**config.mk**
```make
export PLATFORM = sky130hd
export DESIGN_NAME = shtp_packet_reader
export DESIGN_NICKNAME = d
export VERILOG_FILES = /design/src/rtl/shtp_pkg.sv /design/src/rtl/sync_2ff.sv /design/src/rtl/shtp_packet_reader.sv
export SDC_FILE = /design/constraint.sdc
export NUM_CORES = 1
export LEC_CHECK = 0
export BUFFER_PORTS_ARGS = -buffer_cell sky130_fd_sc_hd__buf_2
export CAP_MARGIN = 40
export CORE_AREA = 2 2 112 195
export CTS_CLUSTER_SIZE = 20
export DETAILED_ROUTE_END_ITERATION = 10
export DIE_AREA = 0 0 114 197
export GPL_ROUTABILITY_DRIVEN = 0
export GPL_TIMING_DRIVEN = 0
export SYNTH_ARGS = -nofsm -noshare
export SYNTH_HDL_FRONTEND = slang
export SYNTH_HIERARCHICAL = 1
export SYNTH_SLANG_ARGS = --single-unit
```
**constraint.sdc**
```tcl
create_clock -name clk -period 5.55 [get_ports clk]
set_clock_uncertainty 0.05 [all_clocks]
set_input_delay 0.2775 -clock clk [delete_from_list [all_inputs] [get_ports clk]]
set_output_delay 0.2775 -clock clk [all_outputs]
set_load 0.005 [all_outputs]
```
**src/rtl/shtp_pkg.sv**
```systemverilog
// Shared types and constants for the BNO085 SHTP packet reader and its
// downstream report parser.
package shtp_pkg;

  typedef enum logic [2:0] {
    ST_IDLE,
    ST_CSSU,
    ST_ISSUE,
    ST_WAIT,
    ST_CSHOLD,
    ST_DONE
  } shtp_rd_state_t;

  localparam int SHTP_HDR_BYTES = 4;

  localparam logic [7:0] CH_COMMAND = 8'd0;
  localparam logic [7:0] CH_EXEC    = 8'd1;
  localparam logic [7:0] CH_CONTROL = 8'd2;
  localparam logic [7:0] CH_REPORTS = 8'd3;
  localparam logic [7:0] CH_WAKE    = 8'd4;
  localparam logic [7:0] CH_GYRO_RV = 8'd5;

  localparam logic [7:0] RPT_ROTATION_VECTOR  = 8'h05;
  localparam logic [7:0] RPT_GYROSCOPE        = 8'h02;
  localparam logic [7:0] RPT_PRODUCT_ID_RESP  = 8'hF8;
  localparam logic [7:0] RPT_GET_FEATURE_RESP = 8'hFC;

  // Header length field: bit 7 of the MSB is the continuation flag, not length.
  function automatic logic [14:0] shtp_len(input logic [7:0] msb, input logic [7:0] lsb);
    return {msb[6:0], lsb};
  endfunction

endpackage

```
**src/rtl/sync_2ff.sv**
```systemverilog
// Two-flop synchronizer for a single asynchronous level signal.
module sync_2ff #(
  parameter bit RESET_VAL = 1'b0
) (
  input  logic clk,
  input  logic rst_n,
  input  logic d,
  output logic q
);

  logic meta;

  always_ff @(posedge clk or negedge rst_n) begin
    if (!rst_n) begin
      meta <= RESET_VAL;
      q    <= RESET_VAL;
    end else begin
      meta <= d;
      q    <= meta;
    end
  end

endmodule

```
**src/rtl/shtp_packet_reader.sv**
```systemverilog
// Reads one SHTP packet from the BNO085 over the shared byte SPI master each
// time H_INTN is low, streaming payload bytes to the report parser.
module shtp_packet_reader
  import shtp_pkg::*;
#(
  parameter int MAX_PAYLOAD  = 32,
  parameter int CS_SETUP_CYC = 4,
  parameter int BYTE_TIMEOUT = 1024
) (
  input  logic                           clk,
  input  logic                           rst_n,
  input  logic                           enable,
  input  logic                           int_n,
  output logic                           spi_start,
  output logic                           spi_tx_valid,
  output logic [7:0]                     spi_tx_data,
  input  logic                           spi_tx_ready,
  input  logic                           spi_rx_valid,
  input  logic [7:0]                     spi_rx_data,
  input  logic                           spi_busy,
  output logic                           cs_n,
  output logic [7:0]                     pkt_channel,
  output logic [7:0]                     pkt_seq,
  output logic [14:0]                    pkt_len,
  output logic                           out_valid,
  output logic [7:0]                     out_data,
  output logic [$clog2(MAX_PAYLOAD)-1:0] out_index,
  output logic                           pkt_done,
  output logic                           pkt_truncated,
  output logic                           error,
  output logic                           busy
);

  localparam int IDX_W = $clog2(MAX_PAYLOAD);
  localparam int CS_W  = $clog2(CS_SETUP_CYC + 1);
  localparam int TO_W  = $clog2(BYTE_TIMEOUT + 1);
  localparam logic [CS_W-1:0] CS_LOAD   = CS_W'(CS_SETUP_CYC);
  localparam logic [15:0]     TRUNC_LEN = 16'(SHTP_HDR_BYTES + MAX_PAYLOAD);

  shtp_rd_state_t state_q, state_d;

  logic            int_s;
  logic [CS_W-1:0] cs_cnt;
  logic [TO_W-1:0] wait_cnt;
  logic [15:0]     byte_cnt;
  logic [15:0]     byte_nxt;
  logic [15:0]     pay_idx;
  logic [7:0]      len_lo;
  logic            start_pkt;
  logic            issue_fire;
  logic            rx_fire;
  logic            byte_timeout;
  logic            last_byte;
  logic            cnt_expired;
  logic            pay_fwd;

  sync_2ff #(.RESET_VAL(1'b1)) u_int_sync (
    .clk   (clk),
    .rst_n (rst_n),
    .d     (int_n),
    .q     (int_s)
  );

  assign byte_nxt    = byte_cnt + 16'd1;
  assign pay_idx     = byte_cnt - 16'(SHTP_HDR_BYTES);
  assign cnt_expired = (cs_cnt == CS_W'(1));

  // cs_cnt doubles as the cs_n-high guard after a packet, so a held-low
  // INT cannot restart until the sensor has seen a full deselect.
  assign start_pkt    = (state_q == ST_IDLE) && enable && !int_s && (cs_cnt == '0);
  assign issue_fire   = (state_q == ST_ISSUE) && spi_tx_ready && !spi_busy;
  assign rx_fire      = (state_q == ST_WAIT) && spi_rx_valid;
  assign byte_timeout = (state_q == ST_WAIT) && !spi_rx_valid &&
                        (wait_cnt == TO_W'(BYTE_TIMEOUT - 1));

  // Header-only packets (length 0..4) end after the seq byte.
  assign last_byte = (byte_cnt >= 16'(SHTP_HDR_BYTES - 1)) &&
                     ((pkt_len <= 15'(SHTP_HDR_BYTES)) || (byte_nxt == {1'b0, pkt_len}));
  assign pay_fwd   = (byte_cnt >= 16'(SHTP_HDR_BYTES)) && (pay_idx < 16'(MAX_PAYLOAD));

  assign busy         = (state_q != ST_IDLE);
  assign spi_tx_valid = spi_start;
  assign spi_tx_data  = 8'h00;

  always_ff @(posedge clk or negedge rst_n) begin
    if (!rst_n) state_q <= ST_IDLE;
    else        state_q <= state_d;
  end

  always_comb begin
    state_d = state_q;
    case (state_q)
      ST_IDLE:   if (start_pkt) state_d = ST_CSSU;
      ST_CSSU:   if (cnt_expired) state_d = ST_ISSUE;
      ST_ISSUE:  if (issue_fire) state_d = ST_WAIT;
      ST_WAIT: begin
        if (rx_fire)           state_d = last_byte ? ST_CSHOLD : ST_ISSUE;
        else if (byte_timeout) state_d = ST_CSHOLD;
      end
      ST_CSHOLD: if (cnt_expired) state_d = ST_DONE;
      ST_DONE:   state_d = ST_IDLE;
      default:   state_d = ST_IDLE;
    endcase
  end

  always_ff @(posedge clk or negedge rst_n) begin
    if (!rst_n) begin
      cs_n          <= 1'b1;
      spi_start     <= 1'b0;
      out_valid     <= 1'b0;
      out_data      <= '0;
      out_index     <= '0;
      pkt_channel   <= '0;
      pkt_seq       <= '0;
      pkt_len       <= '0;
      pkt_done      <= 1'b0;
      pkt_truncated <= 1'b0;
      error         <= 1'b0;
      cs_cnt        <= '0;
      wait_cnt      <= '0;
      byte_cnt      <= '0;
      len_lo        <= '0;
    end else begin
      spi_start <= 1'b0;
      out_valid <= 1'b0;
      pkt_done  <= 1'b0;
      case (state_q)
        ST_IDLE: begin
          if (cs_cnt != '0) cs_cnt <= cs_cnt - CS_W'(1);
          if (start_pkt) begin
            cs_n          <= 1'b0;
            cs_cnt        <= CS_LOAD;
            error         <= 1'b0;
            pkt_truncated <= 1'b0;
            byte_cnt      <= '0;
          end
        end
        ST_CSSU: cs_cnt <= cs_cnt - CS_W'(1);
        ST_ISSUE: begin
          wait_cnt <= '0;
          if (issue_fire) spi_start <= 1'b1;
        end
        ST_WAIT: begin
          wait_cnt <= wait_cnt + TO_W'(1);
          if (rx_fire) begin
            byte_cnt <= byte_nxt;
            case (byte_cnt)
              16'd0:   len_lo      <= spi_rx_data;
              16'd1:   pkt_len     <= shtp_len(spi_rx_data, len_lo);
              16'd2:   pkt_channel <= spi_rx_data;
              16'd3:   pkt_seq     <= spi_rx_data;
              default: begin
                if (pay_fwd) begin
                  out_valid <= 1'b1;
                  out_data  <= spi_rx_data;
                  out_index <= pay_idx[IDX_W-1:0];
                end
              end
            endcase
            if (last_byte) cs_cnt <= CS_LOAD;
          end else if (byte_timeout) begin
            error  <= 1'b1;
            cs_cnt <= CS_LOAD;
          end
        end
        ST_CSHOLD: begin
          cs_cnt <= cs_cnt - CS_W'(1);
          if (cnt_expired) cs_n <= 1'b1;
        end
        ST_DONE: begin
          pkt_done      <= !error;
          pkt_truncated <= ({1'b0, pkt_len} > TRUNC_LEN);
          cs_cnt        <= CS_LOAD;
        end
        default: ;
      endcase
    end
  end

endmodule

```
==> impl_metrics.csv <==
group,metric,value,unit
run_status,status,"completed",
routing,drc,0,
power,p_sw,0.000982,W
sta,max-slew-margin-rel,43.8,%
routing,drt-total-wl,13300,um
setup_path,start_kind,"flop",
cts,htree_num_levels,3,
setup_path,end_kind,"flop",
cts,clkTransAtPathRegs,0.08,ns
cts,cts_buffers,9,
cts,clock-sinks,93,
synthesis,syn_inst,502,
routing,wl_per_cell,15.7,um
routing,viasPerCell,4.86,
sta,clock.fmax,356,MHz
synthesis,syn_avg_cell_area,10.2,um^2
power,p_per_area,416,nW/um^2
synthesis,synth.distinct_cells,63,
setup_path,path_class,"reg2reg",
sta,final_hold_viol_count,0,
setup_path,arrival,2.99,ns
power,p_int,0.00157,W
synthesis,synthArstFlopShare,100,%
final_layout,drive_gt1_share,24.2,%
power,power_frac_seq,39.3,%
grt,grt_max_degree,63,
routing,final_antenna_net_count,0,
final_layout,multiInputGateArea,2540,um^2
cts,post_cts_resized,0,
grt,grt_pass1_wl,21600,um
synthesis,ys_warn_count,6,
power,irDropWorstVdd,0.000212,V
sta,timing.final.crit_share,50.6,%
final_layout,nets,616,
final_layout,syn2layout_area_growth,19.9,%
final_layout,final_core_util,29.4,%
floorplanning,initial_core_util,24.5,%
routing,num_vias,4120,
cts,cts_tree,"yes",
setup_path,crit_buf_inv,3,
final_layout,seq_area,2330,um^2
setup_path,cpMostUsedCell,"buf_2",
synthesis,ys_seq_area_share,45.6,%
place,io_buffers,66,
synthesis,yosys_most_used_dff,"dfrtp_1",
synthesis,synth_edf_count,0,
sta,min_period,2.81,ns
routing,drt-initial-drc-count,136,
setup_path,cp.required,5.73,ns
sta,drv_slew,0,
floorplanning,num_rows,70,
setup_path,slowest_delay,0.53,ns
setup_path,crit_chain,"buf_2 -> inv_1 -> ha_1 -> or4_1 -> and3_1 -> o21ai_1 -> nand4_2 -> buf_2 -> mux2_1",
grt,grt_pass1_vias,4069,
sta,fin_setup_tns,0,ns
min_path,hold_class,"in2reg",
place,hpwl,10100,um
job,cap_violations,0,
grt,antenna_found_initial,0,
sta,setup_violations,0,
power,p_leak,2.97,nW
sta,rsz0062_at_grt,"no",
floorplanning,die_h,197,um
power,p_comb_share,36.8,%
grt,grt_usage,12.1,%
place,pre_cts_ws,2.71,ns
final_layout,diodes,0,
final_layout,nFillCells,2225,
synthesis,ys_ff_latch,93,
cts,cts_root_buffer,"clkbuf_16",
floorplanning,io_pins,75,
cts,clock_latency,0.35,ns
power,power_frac_clock,24.0,%
sta,setup_ws,2.74,ns
grt,gr-total-overflow,0,
setup_path,r2r_slack,2.74,ns
setup_path,critPathSlowestCell,"or4_1",
floorplanning,dieArea,22500,um^2
cts,clock_path_buffers,2,
routing,dr.pass1.iters,4,
synthesis,netlist_area,5120,um^2
power,switching_share,38.5,%
setup_path,critPathMaxFanout,10,
sta,worst_pin_slew,0.835,ns
cts,post-cts-setup-buffers,0,
floorplanning,core,20800,um^2
floorplanning,die_x,114,um
setup_path,critPathTopFamily,"simple AND/OR/NAND/NOR gates",
## logic make-up (layout without fill, tap and decap cells)
group	count (synthesis)	in the layout	synth area share, %
DFF	93	93	45.6
and+or+nand+nor	167	167	17.7
other	1	8	0.0733
muxes	58	58	12.6
buffers and inverters	53	139	5.36
xor gates and xnor gates	19	19	3.40
adders and majority gates	11	11	2.69
AOI/OAI and AO/OA	100	100	12.6
## power groups by stage
stage / Combinational [W] / Sequential (W) / Clock (W)
final: 0.000938 / 0.00100 / 0.000612
after global routing: 0.00105 / 0.00103 / 0.000653
after CTS: 0.000948 / 0.00101 / 0.000633
after detailed placement: 0.000943 / 0.00102 / 0
after global placement: 0.000928 / 0.00101 / 0
after floorplan: 0.000637 / 0.000981 / 0
## sequential cells by signal, summed over array words and instances (netlist names)
| signal | count |
|---|---|
| pkt_truncated | 1 |
| pkt_seq | 8 |
| wait_cnt | 11 |
| pkt_channel | 8 |
| spi_start | 1 |
| byte_cnt | 16 |
| u_int_sync/q | 1 |
| pkt_len | 15 |
| u_int_sync/meta | 1 |
| out_data | 8 |
| out_valid | 1 |
| state_q | 3 |
| cs_n | 1 |
| error | 1 |
| len_lo | 8 |
| out_index | 5 |
| cs_cnt | 3 |
| pkt_done | 1 |
## metal layers
layer,track usage (%),vias up,wire length [um]
li1,-,1973,-
met1,13.0,2032,5210
met2,22.9,95,7290
met3,2.31,20,466
met4,4.65,0,298
met5,0,-,0
## cell usage in the layout (no fill, tap or decap), types with 4 or more instances in the layout
| cell | instances |
|---|---|
| inv_1 | 17 |
| clkbuf_1 | 11 |
| o41ai_1 | 6 |
| a31oi_1 | 7 |
| nor3_1 | 18 |
| and4_1 | 4 |
| and3_1 | 6 |
| nor4_1 | 5 |
| ha_1 | 11 |
| mux2i_1 | 7 |
| nor2b_1 | 4 |
| a21oi_1 | 21 |
| clkbuf_16 | 9 |
| nand3_1 | 22 |
| nor2_1 | 35 |
| conb_1 | 8 |
| mux2_1 | 37 |
| nand4_1 | 7 |
| buf_2 | 78 |
| buf_4 | 11 |
| xor2_1 | 8 |
| or3_1 | 6 |
| nand2_1 | 39 |
| dfrtp_1 | 90 |
| mux2_2 | 14 |
| xnor2_1 | 10 |
| o21ai_0 | 39 |
## final cells by class
class | instances | area share, %
plain buffers | 36 | 3.43
clock buffers | 9 | 3.67
clock inverters | 7 | 1.04
inverters | 17 | 1.04
multi-input cells | 363 | 41.4
flip-flops and latches | 93 | 38.0
well taps | 252 | 5.14
repair buffers | 70 | 6.28
## Yosys cell counts (all sizes together), types with 11 or more instances
cell	n	area [um^2]
buf	25	169
mux2	51	574
nor3	20	110
nor2	36	138
dfrtp	90	2250
ha	11	138
nand2	43	176
a21oi	21	105
o21ai	40	200
clkbuf	11	41.3
inv	17	63.8
nand3	22	110
## through the flow
stage	hold slack (ns)	power (W)	instances	instance area (um^2)
floorplan	-0.0681	0.00162	509	5140
global placement	0.296	0.00194	827	5790
finish	0.138	0.00255	847	6130
detailed placement	0.234	0.00196	829	5820
CTS	0.127	0.00259	847	6130
global route	0.141	0.00273	847	6130
## path summary, 6_finish.rpt
| check | start | end | cells after the start |
|---|---|---|---|
| max | byte_cnt[0] | out_data[3] | 9 |
| min | spi_rx_data[7] | pkt_channel[7] | 2 |
| max reg2reg | byte_cnt[0] | out_data[3] | 9 |
| min reg2reg | u_int_sync/meta | u_int_sync/q | 0 |
| max in group asynchronous | rst_n | u_int_sync/q | 3 |
| min in group asynchronous | rst_n | state_q[1] | 2 |
## worst register-to-register path: stages (launching register included)
cell	delay, ns
dfrtp_1	0.38
buf_2	0.21
inv_1	0.08
ha_1	0.22
or4_1	0.53
and3_1	0.19
o21ai_1	0.14
nand4_2	0.22
buf_2	0.32
mux2_1	0.36
## repair_timing
action,CTS,global route
endpoints found under the hold margin,31,0
setup endpoints to repair,0,0
hold buffers,2,0
(Power assumes the default switching activity.)
